**src/rtl/layer_seq_if.sv**
```systemverilog
// layer_seq_if: mat_mul stage bus (activation, layer select, done/flag handshake, result)
interface layer_seq_if #(parameter int N = 32, parameter int W = 6);
  logic [W-1:0][N-1:0] mm_act;
  logic [W-1:0][N-1:0] mm_out;
  logic [1:0]          mm_layer;
  logic                mm_done;
  logic                mm_flag;
  modport master (output mm_act, mm_layer, mm_done, input mm_flag, mm_out);
  modport slave  (input mm_act, mm_layer, mm_done, output mm_flag, mm_out);
endinterface

```
**src/rtl/layer_seq.sv**
```systemverilog
// layer_seq: runs LAYERS mat_mul passes over an activation register then argmaxes it; LAYER_SEQ_SAT_EN clamps captures to +/-2^15
module layer_seq #(
  parameter int N      = 32,
  parameter int W      = 6,
  parameter int LAYERS = 4,
  parameter int SETTLE = 2
) (
  input  logic                   clk,
  input  logic                   rst_n,
  input  logic                   start,
  input  logic [W-1:0][N-1:0]    x_in,
  layer_seq_if.master            mm,
  output logic                   busy,
  output logic [W-1:0][N-1:0]    logits,
  output logic [$clog2(W)-1:0]   class_out,
  output logic                   result_valid
);
  localparam int KW = $clog2(W);
  localparam int SW = SETTLE > 1 ? $clog2(SETTLE) : 1;
  localparam logic [2:0] IDLE = 3'd0, COMPUTE = 3'd1, RELEASE = 3'd2, ARGMAX = 3'd3, DONE = 3'd4;
`ifdef LAYER_SEQ_SAT_EN
  localparam logic signed [N-1:0] SAT_HI = N'(32'sd32767);
  localparam logic signed [N-1:0] SAT_LO = N'(-32'sd32768);
`endif
  logic [2:0]          state_q, state_d;
  logic [W-1:0][N-1:0] act_q, act_d, cap;
  logic [1:0]          layer_q, layer_d;
  logic [SW-1:0]       settle_q, settle_d;
  logic [KW-1:0]       k_q, k_d, best_idx_q, best_idx_d;
  logic [N-1:0]        best_val_q, best_val_d;
  logic                settled;
  assign settled = settle_q == SW'(SETTLE - 1);
  always_comb begin
    for (int i = 0; i < W; i++)
`ifdef LAYER_SEQ_SAT_EN
      cap[i] = $signed(mm.mm_out[i]) > SAT_HI ? SAT_HI : $signed(mm.mm_out[i]) < SAT_LO ? SAT_LO : mm.mm_out[i];
`else
      cap[i] = mm.mm_out[i];
`endif
  end
  always_comb begin
    state_d    = state_q;
    act_d      = act_q;
    layer_d    = layer_q;
    settle_d   = settle_q;
    k_d        = k_q;
    best_idx_d = best_idx_q;
    best_val_d = best_val_q;
    case (state_q)
      IDLE: if (start) begin
        act_d    = x_in;
        layer_d  = '0;
        settle_d = '0;
        state_d  = COMPUTE;
      end
      COMPUTE: begin
        settle_d = settled ? settle_q : settle_q + SW'(1);
        if (settled && mm.mm_flag) begin
          act_d   = cap;
          state_d = RELEASE;
        end
      end
      RELEASE: if (layer_q == 2'(LAYERS - 1)) begin
        k_d     = '0;
        state_d = ARGMAX;
      end else begin
        layer_d  = layer_q + 2'd1;
        settle_d = '0;
        state_d  = COMPUTE;
      end
      ARGMAX: begin
        if (k_q == '0 || $signed(act_q[k_q]) > $signed(best_val_q)) begin
          best_val_d = act_q[k_q];
          best_idx_d = k_q;
        end
        k_d     = k_q + KW'(1);
        state_d = k_q == KW'(W - 1) ? DONE : ARGMAX;
      end
      default: state_d = IDLE;
    endcase
  end
  always_ff @(posedge clk or negedge rst_n) begin
    if (!rst_n) begin
      state_q    <= IDLE;
      act_q      <= '0;
      layer_q    <= '0;
      settle_q   <= '0;
      k_q        <= '0;
      best_idx_q <= '0;
      best_val_q <= '0;
    end else begin
      state_q    <= state_d;
      act_q      <= act_d;
      layer_q    <= layer_d;
      settle_q   <= settle_d;
      k_q        <= k_d;
      best_idx_q <= best_idx_d;
      best_val_q <= best_val_d;
    end
  end
  assign mm.mm_act     = act_q;
  assign mm.mm_layer   = layer_q;
  assign mm.mm_done    = state_q != COMPUTE;
  assign busy          = state_q != IDLE;
  assign logits        = act_q;
  assign class_out     = best_idx_q;
  assign result_valid  = state_q == DONE;
endmodule

```
**src/flat_wrapper.sv**
```systemverilog
// flat-port wrapper written by rule: the top's interface ports become plain ports
module layer_seq_flat 
#(
  parameter int N      = 32,
  parameter int W      = 6,
  parameter int LAYERS = 4,
  parameter int SETTLE = 2
)
  (clk, rst_n, start, x_in, busy, logits, class_out, result_valid, mm_mm_act, mm_mm_layer, mm_mm_done, mm_mm_flag, mm_mm_out);
  layer_seq_if #(.N(N), .W(W)) mm_i ();
  input  logic clk;
  input  logic rst_n;
  input  logic start;
  input  logic [W-1:0][N-1:0] x_in;
  output logic busy;
  output logic [W-1:0][N-1:0] logits;
  output logic [$clog2(W)-1:0] class_out;
  output logic result_valid;
  output wire logic [$bits(mm_i.mm_act)-1:0] mm_mm_act;
  output wire logic [$bits(mm_i.mm_layer)-1:0] mm_mm_layer;
  output wire logic [$bits(mm_i.mm_done)-1:0] mm_mm_done;
  input wire logic [$bits(mm_i.mm_flag)-1:0] mm_mm_flag;
  input wire logic [$bits(mm_i.mm_out)-1:0] mm_mm_out;
  assign mm_mm_act = mm_i.mm_act;
  assign mm_mm_layer = mm_i.mm_layer;
  assign mm_mm_done = mm_i.mm_done;
  assign mm_i.mm_flag = mm_mm_flag;
  assign mm_i.mm_out = mm_mm_out;
  layer_seq #(.N(N), .W(W), .LAYERS(LAYERS), .SETTLE(SETTLE)) u_core (.clk(clk), .rst_n(rst_n), .start(start), .x_in(x_in), .mm(mm_i), .busy(busy), .logits(logits), .class_out(class_out), .result_valid(result_valid));
endmodule
```
**config.mk**
```make
export PLATFORM = sky130hd
export DESIGN_NAME = layer_seq_flat
export DESIGN_NICKNAME = d
export VERILOG_FILES = /design/src/rtl/layer_seq_if.sv /design/src/rtl/layer_seq.sv /design/src/flat_wrapper.sv
export SDC_FILE = /design/constraint.sdc
export NUM_CORES = 1
export LEC_CHECK = 0
export BUFFER_PORTS_ARGS = -buffer_cell sky130_fd_sc_hd__buf_2
export CORE_AREA = 5 5 302 304
export CTS_CLUSTER_DIAMETER = 150
export CTS_CLUSTER_SIZE = 10
export DETAILED_ROUTE_END_ITERATION = 7
export DIE_AREA = 0 0 307 309
export GPL_ROUTABILITY_DRIVEN = 1
export HOLD_SLACK_MARGIN = 0.03
export SYNTH_ARGS = -nofsm -noshare
export SYNTH_HDL_FRONTEND = slang
export SYNTH_SLANG_ARGS = --single-unit
```
**constraint.sdc**
```tcl
create_clock -name clk -period 4.1 [get_ports clk]
set_input_delay 0.615 -clock clk [delete_from_list [all_inputs] [get_ports clk]]
set_output_delay 0.615 -clock clk [all_outputs]
set_load 0.05 [all_outputs]
```
==> results.toml <==
[final_layout]
drive_gt1_share_pct = 42.90
area_delta_synth_final_pct = 31.24
fillCellCount = 9630
nNetsFinal = 2587

[clock_tree]
cts.sinks = 236
cts_buffers = 28
clock-root-buffer = "clkbuf_16"
clk_pin_slew_worst_paths_ns = 0.07
worstSkewPairLatency_ns = 0.63
cts_tree = "yes"
clock_path_buffers = 3
cts.htree.levels = 1
cts.repair.resized = 0

[sta]
tns_ns = 0
rsz0062_at_grt = "no"
hold_viol = 0
setup_viol = 0
clock_skew_ns = 0.06431
worst_pin_slew_ns = 0.8632
final.period_utilization_pct = 92.57
holdWs_ns = 0.2656
drv_slew = 0
fmax_mhz = 263.5
max-slew-margin-rel_pct = 42.45
period_needed_ns = 3.795

[routing]
ant_nets = 0
first_pass_iters = 7
remaining_drc_errors = 0
drtIter0Drc = 927
wirelength_um = 80620
vias = 14360
vias_per_cell = 4.284
routedWlPerCell_um = 24.05

[floorplan]
start_util_pct = 17.32
fp.coreArea_um2 = 87970
io_pins = 780
num_rows = 109
fp.dieW_um = 307
dieArea_um2 = 94860
die_y_um = 309

[setup_path]
worst-path-max-fanout = 33
startpoint_type = "flip-flop"
critPathRequiredTime_ns = 4.63
crit_arrival_ns = 4.33
end_kind = "flip-flop"
crit_type = "reg -> reg"

[global_route]
met2_usage_pct = 24.05
globalRouteMet1Util_pct = 21.63
grt_pass1_vias = 13720
grt_first_pass_wirelength_um = 109100
grt_usage_pct = 15.89
grt_start_max_net_pins = 166
grt_busiest_layer = "met2"
use_met3_pct = 5.642
grt-ovfl-total = 0
antenna_found_initial = 72

[yosys]
synth_seq_cells = 236
syn_inst = 1616
synthesis.nets = 2040
synth.distinct_cells = 47
synth_edf_count = 0
synth_xor_area_share_pct = 0
syn_area_per_cell_um2 = 9.429
async_reset_ff_share_pct = 100.0
synth_mux_area_share_pct = 21.94
synthAdderAreaFrac_pct = 2.956
ys.flop_type = "dfrtp_1"
synth_area_um2 = 15240
synth_compound_area_share_pct = 11.69
yosysWarnings = 0
yosys.area_share.simple_pct = 10.09
seq_area_frac_synth_pct = 38.76
synth_top_family_by_area = "multiplexers"

[job]
max-cap-violations = 0

[min_path]
hp-class = "in -> reg"

[status]
status = "complete, no violations"

[place]
portBuffers = 779
dp_hpwl_um = 64840
place_congestion = 0.8913
## kinds of logic after synthesis
kind of cell               after synthesis
and+or+nand+nor                        377
buffers and inverters                  373
AOI/OAI and AO/OA                      304
muxes                                  290
DFF                                    236
adders and majority gates               36
## per-layer routing
metal	wire length (um)	vias up
met2	35710	657
met3	7601	146
met1	34750	6991
met5	203	-
met4	2351	32
li1	-	6534
## final timing paths
path,startpoint,endpoint,slack (ns),depth (start not counted)
worst min-delay path,mm_mm_out[102],u_core.logits[102],0.27,3
worst max-delay path,u_core.k_q[0],u_core.best_val_q[2],0.30,13
worst min register to register,u_core.logits[146],u_core.logits[146],0.52,2
worst max register to register,u_core.k_q[0],u_core.best_val_q[2],0.30,13
min in group asynchronous,rst_n,u_core.logits[156],0.57,2
max in group asynchronous,rst_n,u_core.best_val_q[26],2.39,3
## registers in the layout (all words and copies together) (netlist names)
register	flops
u_core.best_val_q	32
u_core.class_out	3
u_core.logits	192
u_core.state_q	3
u_core.mm.mm_layer	2
u_core.k_q	3
u_core.settle_q	1
## what timing repair did
action,in CTS,in global routing
endpoints found under the hold margin,38,0
setup buffers,0,0
hold buffers,1,0
## Yosys cell counts (2+ instances only)
library cell	count	area share (%)
a211oi_1	3	0.15
buf_1	2	0.049
ha_1	36	3.0
inv_1	71	1.7
mux4_2	32	4.7
nor2_1	40	0.99
o22ai_1	33	1.4
nand3_1	37	1.2
a22o_1	4	0.23
mux2_2	32	2.4
o211ai_1	2	0.099
buf_6	4	0.30
clkbuf_1	58	1.4
nor4_1	3	0.12
dfrtp_1	236	39
a221oi_1	33	1.9
nand4_1	5	0.21
a21oi_1	15	0.49
mux2i_1	226	15
buf_2	42	1.4
buf_4	196	9.7
nor2b_1	3	0.12
nand2_1	278	6.8
o21ai_0	200	6.6
or3_1	3	0.12
## through the flow
step                worst slack [ns]  util, %  std cells  cell area (um^2)
floorplan                     0.8349        -       1616             15240
global placement              0.2402    21.77       3297             19150
detailed placement            0.2557    21.77       3297             19150
CTS                           0.2357    22.68       3333             19950
global route                 0.02742    22.71       3343             19980
finish                        0.3047    22.73       3352             20000
## layout make-up
type,instances,area [um^2],share of cell area (%)
Tap cell,1165,1458,7.289
Clock inverter,4,72.57,0.3629
Clock buffer,31,721.9,3.610
Timing Repair Buffer,819,4374,21.87
Antenna cell,19,47.55,0.2378
Sequential cell,236,5912,29.56
Multi-Input combinational cell,1007,7146,35.73
Inverter,71,266.5,1.333
## critical path, cell delays in order (launching register included)
cell      delay (ns)
dfrtp_4         0.45
buf_12          0.25
mux4_2          0.54
inv_1           0.06
o22ai_1         0.12
ha_1            0.35
a21oi_1         0.12
o21ai_0         0.11
a221oi_1        0.31
o211ai_1        0.27
a21oi_4         0.41
buf_12          0.25
mux2_2          0.35
nand2_1         0.05
## placed cells by master (no fill, tap or decap), types with 4 or more instances in the layout
cell type	Yosys	layout
a21oi_1	15	15
ha_1	36	36
a221oi_1	33	33
clkbuf_16	0	28
mux4_2	32	32
dfrtp_1	236	233
buf_2	42	778
nor2_1	40	39
mux2_2	32	32
nand3_1	37	37
nand2_1	278	277
nand4_1	5	5
buf_12	0	13
inv_1	71	71
o22ai_1	33	33
diode_2	0	19
a22o_1	4	4
o21ai_0	200	200
buf_4	196	26
mux2i_1	226	226
Power is not shown: default switching activity piles up to over one toggle a cycle in this logic, so the estimate is an artifact.
